[config.mk]
export PLATFORM = sky130hd
export DESIGN_NAME = axi_sub_rw_arb
export DESIGN_NICKNAME = d
export VERILOG_FILES = /design/src/rtl/axi_sub_rw_arb.sv
export SDC_FILE = /design/constraint.sdc
export NUM_CORES = 1
export LEC_CHECK = 0
export ABC_AREA = 0
export BUFFER_PORTS_ARGS = -buffer_cell sky130_fd_sc_hd__buf_2
export CAP_MARGIN = 10
export CORE_AREA = 3 3 135 137
export CTS_CLUSTER_DIAMETER = 200
export DETAILED_ROUTE_END_ITERATION = 7
export DIE_AREA = 0 0 138 140
export GPL_TIMING_DRIVEN = 0
export PLACE_DENSITY = 0.46
export SETUP_SLACK_MARGIN = 0.4
export SLEW_MARGIN = 5
export SYNTH_ARGS = -nofsm -noshare
export SYNTH_HDL_FRONTEND = slang
export SYNTH_SLANG_ARGS = --single-unit
[constraint.sdc]
create_clock -name clk -period 1.7 [get_ports clk]
set_input_delay 0.17 -clock clk [delete_from_list [all_inputs] [get_ports clk]]
set_output_delay 0.17 -clock clk [all_outputs]
set_load 0.005 [all_outputs]
[src/rtl/axi_sub_rw_arb.sv]
// axi_sub_rw_arb
// Shares one downstream register-access port between the AXI subordinate
// write-request path and read-request path. A grant is held for a whole burst.
// A new grant is chosen only at a burst boundary, and the choice alternates
// between write and read. A beat counter stops a burst that never marks its
// last beat.
//
// Handshake: a requester beat moves when its valid (w_req_dv / r_req_dv) is
// high and the shared downstream stall (hld) is low. In that same cycle the
// requester sees its ack. The requester's hld output mirrors the downstream
// stall only while its side holds the grant. Otherwise that hld output is
// forced high, so an ack can never appear while the matching hld is high.
module axi_sub_rw_arb #(
   parameter int AW = 32,
   parameter int DW = 32,
   parameter int UW = 32,
   parameter int IW = 3
) (
   input  logic            clk,
   input  logic            rst_n,
   // write request path
   input  logic            w_req_dv,
   input  logic [AW-1:0]   w_req_addr,
   input  logic [DW-1:0]   w_req_data,
   input  logic [DW/8-1:0] w_req_strb,
   input  logic [UW-1:0]   w_req_user,
   input  logic [IW-1:0]   w_req_id,
   input  logic            w_req_last,
   output logic            w_req_hld,
   output logic            w_ack,
   output logic            w_err,
   // read request path
   input  logic            r_req_dv,
   input  logic [AW-1:0]   r_req_addr,
   input  logic [UW-1:0]   r_req_user,
   input  logic [IW-1:0]   r_req_id,
   input  logic            r_req_last,
   output logic            r_req_hld,
   output logic            r_ack,
   output logic [DW-1:0]   r_rdata,
   output logic            r_err,
   // downstream register-access port
   output logic            dv,
   output logic            write,
   output logic [AW-1:0]   addr,
   output logic [DW-1:0]   wdata,
   output logic [DW/8-1:0] wstrb,
   output logic [UW-1:0]   user,
   output logic [IW-1:0]   id,
   output logic            last,
   input  logic            hld,
   input  logic [DW-1:0]   rdata,
   input  logic            err,
   output logic            arb_err
);

   typedef enum logic [1:0] {
      IDLE  = 2'd0,
      GNT_W = 2'd1,
      GNT_R = 2'd2
   } state_t;

   localparam logic [8:0] MAX_BEATS = 9'd256;

   state_t     state_q, state_d;
   logic       last_was_write_q, last_was_write_d;
   logic [8:0] beat_cnt_q, beat_cnt_d;
   logic [8:0] beat_cnt_inc;

   assign beat_cnt_inc = beat_cnt_q + 9'd1;

   // Read data passes straight through. It is meaningful only while r_ack is high.
   assign r_rdata = rdata;

   // State register, write/read alternation flag and burst beat counter.
   always_ff @(posedge clk) begin
      if (!rst_n) begin
         state_q          <= IDLE;
         last_was_write_q <= 1'b0;
         beat_cnt_q       <= 9'd0;
      end else begin
         state_q          <= state_d;
         last_was_write_q <= last_was_write_d;
         beat_cnt_q       <= beat_cnt_d;
      end
   end

   // Next state, downstream mux, and per-side handshake outputs.
   always_comb begin
      state_d          = state_q;
      last_was_write_d = last_was_write_q;
      beat_cnt_d       = beat_cnt_q;
      dv               = 1'b0;
      write            = 1'b0;
      addr             = '0;
      wdata            = '0;
      wstrb            = '0;
      user             = '0;
      id               = '0;
      last             = 1'b0;
      w_req_hld        = 1'b1;
      r_req_hld        = 1'b1;
      w_ack            = 1'b0;
      r_ack            = 1'b0;
      w_err            = 1'b0;
      r_err            = 1'b0;
      arb_err          = 1'b0;

      case (state_q)
         IDLE: begin
            // When both sides ask, the side that did not finish last wins.
            if (w_req_dv && r_req_dv) begin
               state_d = last_was_write_q ? GNT_R : GNT_W;
            end else if (w_req_dv) begin
               state_d = GNT_W;
            end else if (r_req_dv) begin
               state_d = GNT_R;
            end
         end

         GNT_W: begin
            dv        = w_req_dv;
            write     = 1'b1;
            addr      = w_req_addr;
            wdata     = w_req_data;
            wstrb     = w_req_strb;
            user      = w_req_user;
            id        = w_req_id;
            last      = w_req_last;
            w_req_hld = hld;
            if (w_req_dv && !hld) begin
               w_ack = 1'b1;
               w_err = err;
               if (w_req_last) begin
                  state_d          = IDLE;
                  last_was_write_d = 1'b1;
                  beat_cnt_d       = 9'd0;
               end else if (beat_cnt_inc == MAX_BEATS) begin
                  // A burst that never ends is cut off here, so the read side is not starved.
                  arb_err          = 1'b1;
                  state_d          = IDLE;
                  last_was_write_d = 1'b1;
                  beat_cnt_d       = 9'd0;
               end else begin
                  beat_cnt_d = beat_cnt_inc;
               end
            end
         end

         GNT_R: begin
            dv        = r_req_dv;
            write     = 1'b0;
            addr      = r_req_addr;
            user      = r_req_user;
            id        = r_req_id;
            last      = r_req_last;
            r_req_hld = hld;
            if (r_req_dv && !hld) begin
               r_ack = 1'b1;
               r_err = err;
               if (r_req_last) begin
                  state_d          = IDLE;
                  last_was_write_d = 1'b0;
                  beat_cnt_d       = 9'd0;
               end else if (beat_cnt_inc == MAX_BEATS) begin
                  arb_err          = 1'b1;
                  state_d          = IDLE;
                  last_was_write_d = 1'b0;
                  beat_cnt_d       = 9'd0;
               end else begin
                  beat_cnt_d = beat_cnt_inc;
               end
            end
         end

         default: begin
            state_d = IDLE;
         end
      endcase

      // While reset is asserted, no access and no acknowledgement leaves the
      // block, even in the cycle before the state register clears.
      if (!rst_n) begin
         dv        = 1'b0;
         write     = 1'b0;
         w_req_hld = 1'b1;
         r_req_hld = 1'b1;
         w_ack     = 1'b0;
         r_ack     = 1'b0;
         w_err     = 1'b0;
         r_err     = 1'b0;
         arb_err   = 1'b0;
      end
   end

endmodule

# Yosys cells after proc, flatten, opt, wreduce, memory -nomap -nowiden
# Index checks and enable logic that the tools add are counted.
[classes]
add_sub_neg = 1
n_eq_ne = 8
mux = 56
reduce_logical = 9
[op_table]
columns = ["cell", "count"]
rows = [
  ["$pmux W32 S2", 2],
  ["$mux W9", 5],
  ["$mux W32", 1],
  ["$mux W1", 31],
  ["$mux W2", 9],
  ["$pmux W9 S2", 1],
  ["$add A9 B1 Y9 const B", 1],
  ["$eq A9 B9 Y1 const B", 1],
  ["$pmux W1 S2", 4],
  ["$ne A3 B3 Y1 const B", 2],
  ["$pmux W2 S3", 1],
  ["$pmux W3 S2", 1],
  ["$reduce_and A3 Y1", 2],
  ["$reduce_and A5 Y1", 1],
  ["$mux W4", 1],
  ["$ne A2 B2 Y1 const B", 2],
  ["$ne A4 B4 Y1 const B", 1],
  ["$logic_and A1 B1 Y1", 3],
  ["$eq A2 B1 Y1 const B", 1],
  ["$eq A2 B2 Y1 const B", 1],
  ["$logic_not A2 Y1", 1],
  ["$reduce_bool A2 Y1", 1],
  ["$logic_not A1 Y1", 1],
]
[word_totals]
regBits = 12
in_bits = 210
output_inout_bits = 145
wordCells = 77

# Logic depth before layout (Yosys ltp)
[depth]
depth_word = 7
mapped_depth = 8
depth_no_buf = 7

# Worst setup path before layout
# OpenSTA, ideal clock, no wires.
[synth_path]
path_type = "register to register"
from = "register state_q[1]"
to = "register beat_cnt_q[4]"
setup_ps = 84
arrival_ps = 1696
required_ps = 1616
slack_ps = -80
stages_incl_launch_ff = 9
n_path_buf = 1
period_less_slack_ps = 1780
cell_sequence = "dfxtp_1 > inv_1 > ha_1 > buf_4 > nand2_2 > a221o_1 > nor2_4 > o211ai_4 > o31ai_2"
[synth_between]
elab_chain_len = 3
word_cells_on_any_way = 7
cone_classes = "4 x eq/ne; 1 x mux; 2 x reduce/logical"
[synth_lines]
columns = ["item", "line_no", "source"]
rows = [
  ["start, declared", "65", "state_t state_q, state_d;"],
  ["start signal, assigned", "82", "state_q <= state_d;"],
  ["$eq A2 B2 Y1 / $eq A2 B1 Y1 (equally long branches)", "109", "case (state_q)"],
  ["$ne A2 B2 Y1 (no source line) / $reduce_bool A2 Y1 (equally long branches)", "-", ""],
  ["$reduce_and A3 Y1 (no source line)", "-", ""],
  ["end signal, assigned", "84", "beat_cnt_q <= beat_cnt_d;"],
  ["end, declared", "67", "logic [8:0] beat_cnt_q, beat_cnt_d;"],
]
# Parallel ways exist; a longest one is shown, timed or not.
# A chain may end at the register's enable or synchronous reset.

# Worst setup path after layout
[layout_path]
from = "register beat_cnt_q[1]"
to = "output port arb_err"
[layout_between]
elab_chain_len = 7
word_cells_on_any_way = 9
cone_classes = "1 x add/sub; 1 x eq/ne; 7 x mux"
[layout_lines]
columns = ["item", "line_no", "source"]
rows = [
  ["$add A9 B1 Y9 (*)", "70", "assign beat_cnt_inc = beat_cnt_q + 9'd1;"],
  ["$eq A9 B9 Y1 (*)", "138, 165", ""],
  ["$mux W1 (*)", "138, 165", ""],
  ["$mux W1 (on tied branches)", "161, 134", ""],
  ["$mux W1 (on tied branches)", "158, 131", ""],
  ["$pmux W1 S2 (*)", "109", ""],
  ["$mux W1 (*)", "183", "if (!rst_n) begin"],
  ["end, declared", "54", "output logic arb_err"],
]
# Every way passes the cells marked *; elsewhere a longest branch is shown, timed or not.

==> summary.md <==
| Metric | Value |
|---|---|
| Synth Area in Compound Gates | `33.3%` |
| TritonCTS clock tree | `yes` |
| Placed Area | `4490 sq um` |
| Least-Margin Pin Slew | `490 ps` |
| Final setup fails | `114` |
| Later-pin clock latency in the skew report | `250 ps` |
| Slowest stage delay, CP | `400 ps` |
| Gate count after technology mapping | `361` |
| Startpoint Class | `flop` |
| Yosys cell types | `45` |
| RSZ-0062 raised after global routing | `yes` |
| DRC viols | `0` |
| Share of the synthesized area in the top cell type | `21.9%` |
| Most common cell in the synthesized netlist | `a22oi_1` |
| Fin. Hold Viols | `0` |
| Failing checks | `setup timing` |
| NumNets Final | `936` |
| Multi-input gate area | `2430 sq um` |
| Outcome | `finished, violations left` |
| Initial antenna violation count | `3` |
| Lkg Pwr | `0.00277 uW` |
| DP Wirelength | `12900 um` |
| Synth Area in Adders | `2.50%` |
| Vias in the first global route | `4040` |
| Drt initial violations | `109` |
| Clk pin slew, worst setup/hold paths | `40 ps` |
| Slew Viols, Final | `0` |
| Max cap viols | `0` |
| Simple-gate share of the synthesized area | `37.9%` |
| Total grt overflow | `0` |
| # clock sinks | `12` |
| Chip width | `138 um` |
| Achievable Freq | `0.523 GHz` |
| CP top delay family | `simple AND/OR/NAND/NOR gates` |
| Vias | `4071` |
| Tot GR Track Use | `15.2%` |
| CP max FO | `5` |
| WL final | `16500 um` |
| Remaining antenna violation count | `0` |
| Final critical-path share of the clock period | `113%` |
| Port buffer count | `321` |
| Net count after synthesis | `576` |
| Largest net degree at the start of global routing | `11` |
| Slew HR | `67.3%` |
| Height of the die | `140 um` |
| Main synth FF type | `dfxtp_1` |
| 1st-pass router iterations | `6` |
| FFs w/ async S/R, synth | `0%` |
| Crit-path slowest cell | `dfxtp_4` |
| Critical path arrival | `1740 ps` |
| WS Path Type | `reg2out` |
| Final instance area | `5920 sq um` |
| Synth Area in XOR/XNOR | `0%` |
| Layout cells sized above 1 | `75.3%` |
| Part of the Yosys area used for sequential elements | `9.59%` |
| Die area | `19300 sq um` |
| Top cells by count, synth | `a22oi_1 (73), nor2b_1 (71), and2_1 (38)` |
| Ys Warns | `0` |
| P&R area growth vs syn | `136%` |
| Bufs on Longest Clock Path | `2` |
| Post-synth top area cell | `a22oi_1` |
| Critical path required time | `1530 ps` |
| Cell breakdown of the critical path | `ha_4 > nand3_2 > o21a_1 > or2_2 > nor4b_4 > buf_2` |
| Core ar. | `17200 sq um` |
| Hold-fix buffers, CTS | `0` |
| Mean Syn Cell Area | `6.94 sq um` |
| Post-route setup slack | `-213 ps` |
| Crit. End Element | `primary output` |
| GP Congestion | `0.810` |
| Min-delay worst type | `in2reg` |
| Layout Skew | `1.60 ps` |
| Number of fill cells in the layout | `1883` |
| Synth Register Bits | `12` |
| Num CTS Buffers | `3` |
| Storage element area | `269 sq um` |
| Min Tclk post-route | `1910 ps` |
| Cell Area, Synth | `2500 sq um` |
| Multiplexer area fraction after synthesis | `1.20%` |
| CTS root buffer | `clkbuf_16` |
| Num rows | `48` |
| Vias per Instance | `4.30` |
| DR WL/cell | `17.4 um` |
| WP buf/inv | `1` |
| Max VDD drop | `0.337 mV` |
| Hold Slack | `336 ps` |
| First-pass GRT wire length | `23500 um` |
| Number of I/O pins | `355` |
| Power per cell area | `861 nW/um^2` |
| Synth top area cells | `a22oi_1 (22%), nor2b_1 (18%), buf_4 (9.9%)` |
| H-tree levels | `1` |
| Initial Util | `14.6%` |
| Post-Place Setup Slack | `-446 ps` |
| Combinational family with the most area after synthesis | `simple AND/OR/NAND/NOR gates` |
| Post-synth EDFFs | `0` |
-- metal layers --
metal	global-route usage, %	share of wire, %	vias to the layer above
li1	-	-	1982
met1	18.7	40	1868
met2	27.4	52	204
met3	3.31	7.0	13
met4	2.60	0.84	4
met5	0	0.16	-
-- tightest hold or removal path, delay by kind of cell --
kind | cells | cell delay, ps
buffers and inverters | 1 | 190
and+or+nand+nor | 1 | 110
muxes | 1 | 60
-- registers in the layout (all words and copies together) (netlist names) --
name	flops
beat_cnt_q	9
state_q	2
last_was_write_q	1
-- report_power, final --
part | total (uW) | internal, uW | switching [uW]
Clock | 495 | 356 | 138
Combinational | 4250 | 2420 | 1830
Sequential | 353 | 308 | 44.4
-- final timing paths --
kind,end,depth (start not counted),from,slack [ps]
worst max-delay path,arb_err,6,beat_cnt_q[1],-210
worst min-delay path,last_was_write_q,3,rst_n,340
worst max register to register,beat_cnt_q[3],8,state_q[1],-180
worst min register to register,last_was_write_q,2,last_was_write_q,460
-- layout make-up --
type,instances,share of cell area [%]
antenna,1,0.0423
buffer,61,10.5
clock buffer,4,1.50
inverter,9,0.740
multi-input combinational,279,41.1
sequential,12,4.54
tap,225,4.76
timing repair buffer,355,36.8
-- logic make-up after synthesis --
group | after synthesis
AOI/OAI and AO/OA | 110
buffers and inverters | 70
and+or+nand+nor | 161
adders and majority gates | 5
DFF | 12
muxes | 3
-- what timing repair did --
action	4_1_cts	5_1_grt
buffers inserted	19	8
setup endpoints to repair	125	125
resized for setup	150	106
cloned	6	1
pin swaps	15	11
-- through the flow --
stage | utilization (%) | cells | setup TNS (ps) | total power, uW
2_1_floorplan | - | 361 | 0 | 1970
3_3_place_gp | 26.1 | 907 | -18710 | 3090
3_5_place_dp | 26.1 | 907 | -17090 | 3070
4_1_cts | 31.8 | 936 | -16640 | 4680
5_1_grt | 34.5 | 946 | -19480 | 5460
6_report | 34.5 | 946 | -11910 | 5100
-- layout by cell type (no fill, tap or decap), types with 3 or more instances in the layout --
| master | instances |
|---|---|
| and2_4 | 32 |
| nand2b_1 | 3 |
| clkbuf_8 | 5 |
| o211ai_1 | 3 |
| a22oi_1 | 29 |
| nor2_1 | 3 |
| clkbuf_16 | 8 |
| nor2_4 | 4 |
| nor3_1 | 3 |
| nand3_1 | 3 |
| a22oi_2 | 44 |
| dfxtp_4 | 7 |
| dfxtp_1 | 3 |
| buf_4 | 51 |
| inv_1 | 7 |
| buf_2 | 288 |
| nor2b_1 | 70 |
| and2_1 | 6 |
| clkbuf_2 | 7 |
| buf_12 | 3 |
| a21boi_1 | 3 |
| mux2i_1 | 3 |
| buf_6 | 44 |
| o21ai_0 | 5 |
| nand2_1 | 16 |
| o21ai_1 | 5 |
| ha_4 | 4 |
| buf_8 | 11 |
(Power assumes the default switching activity.)
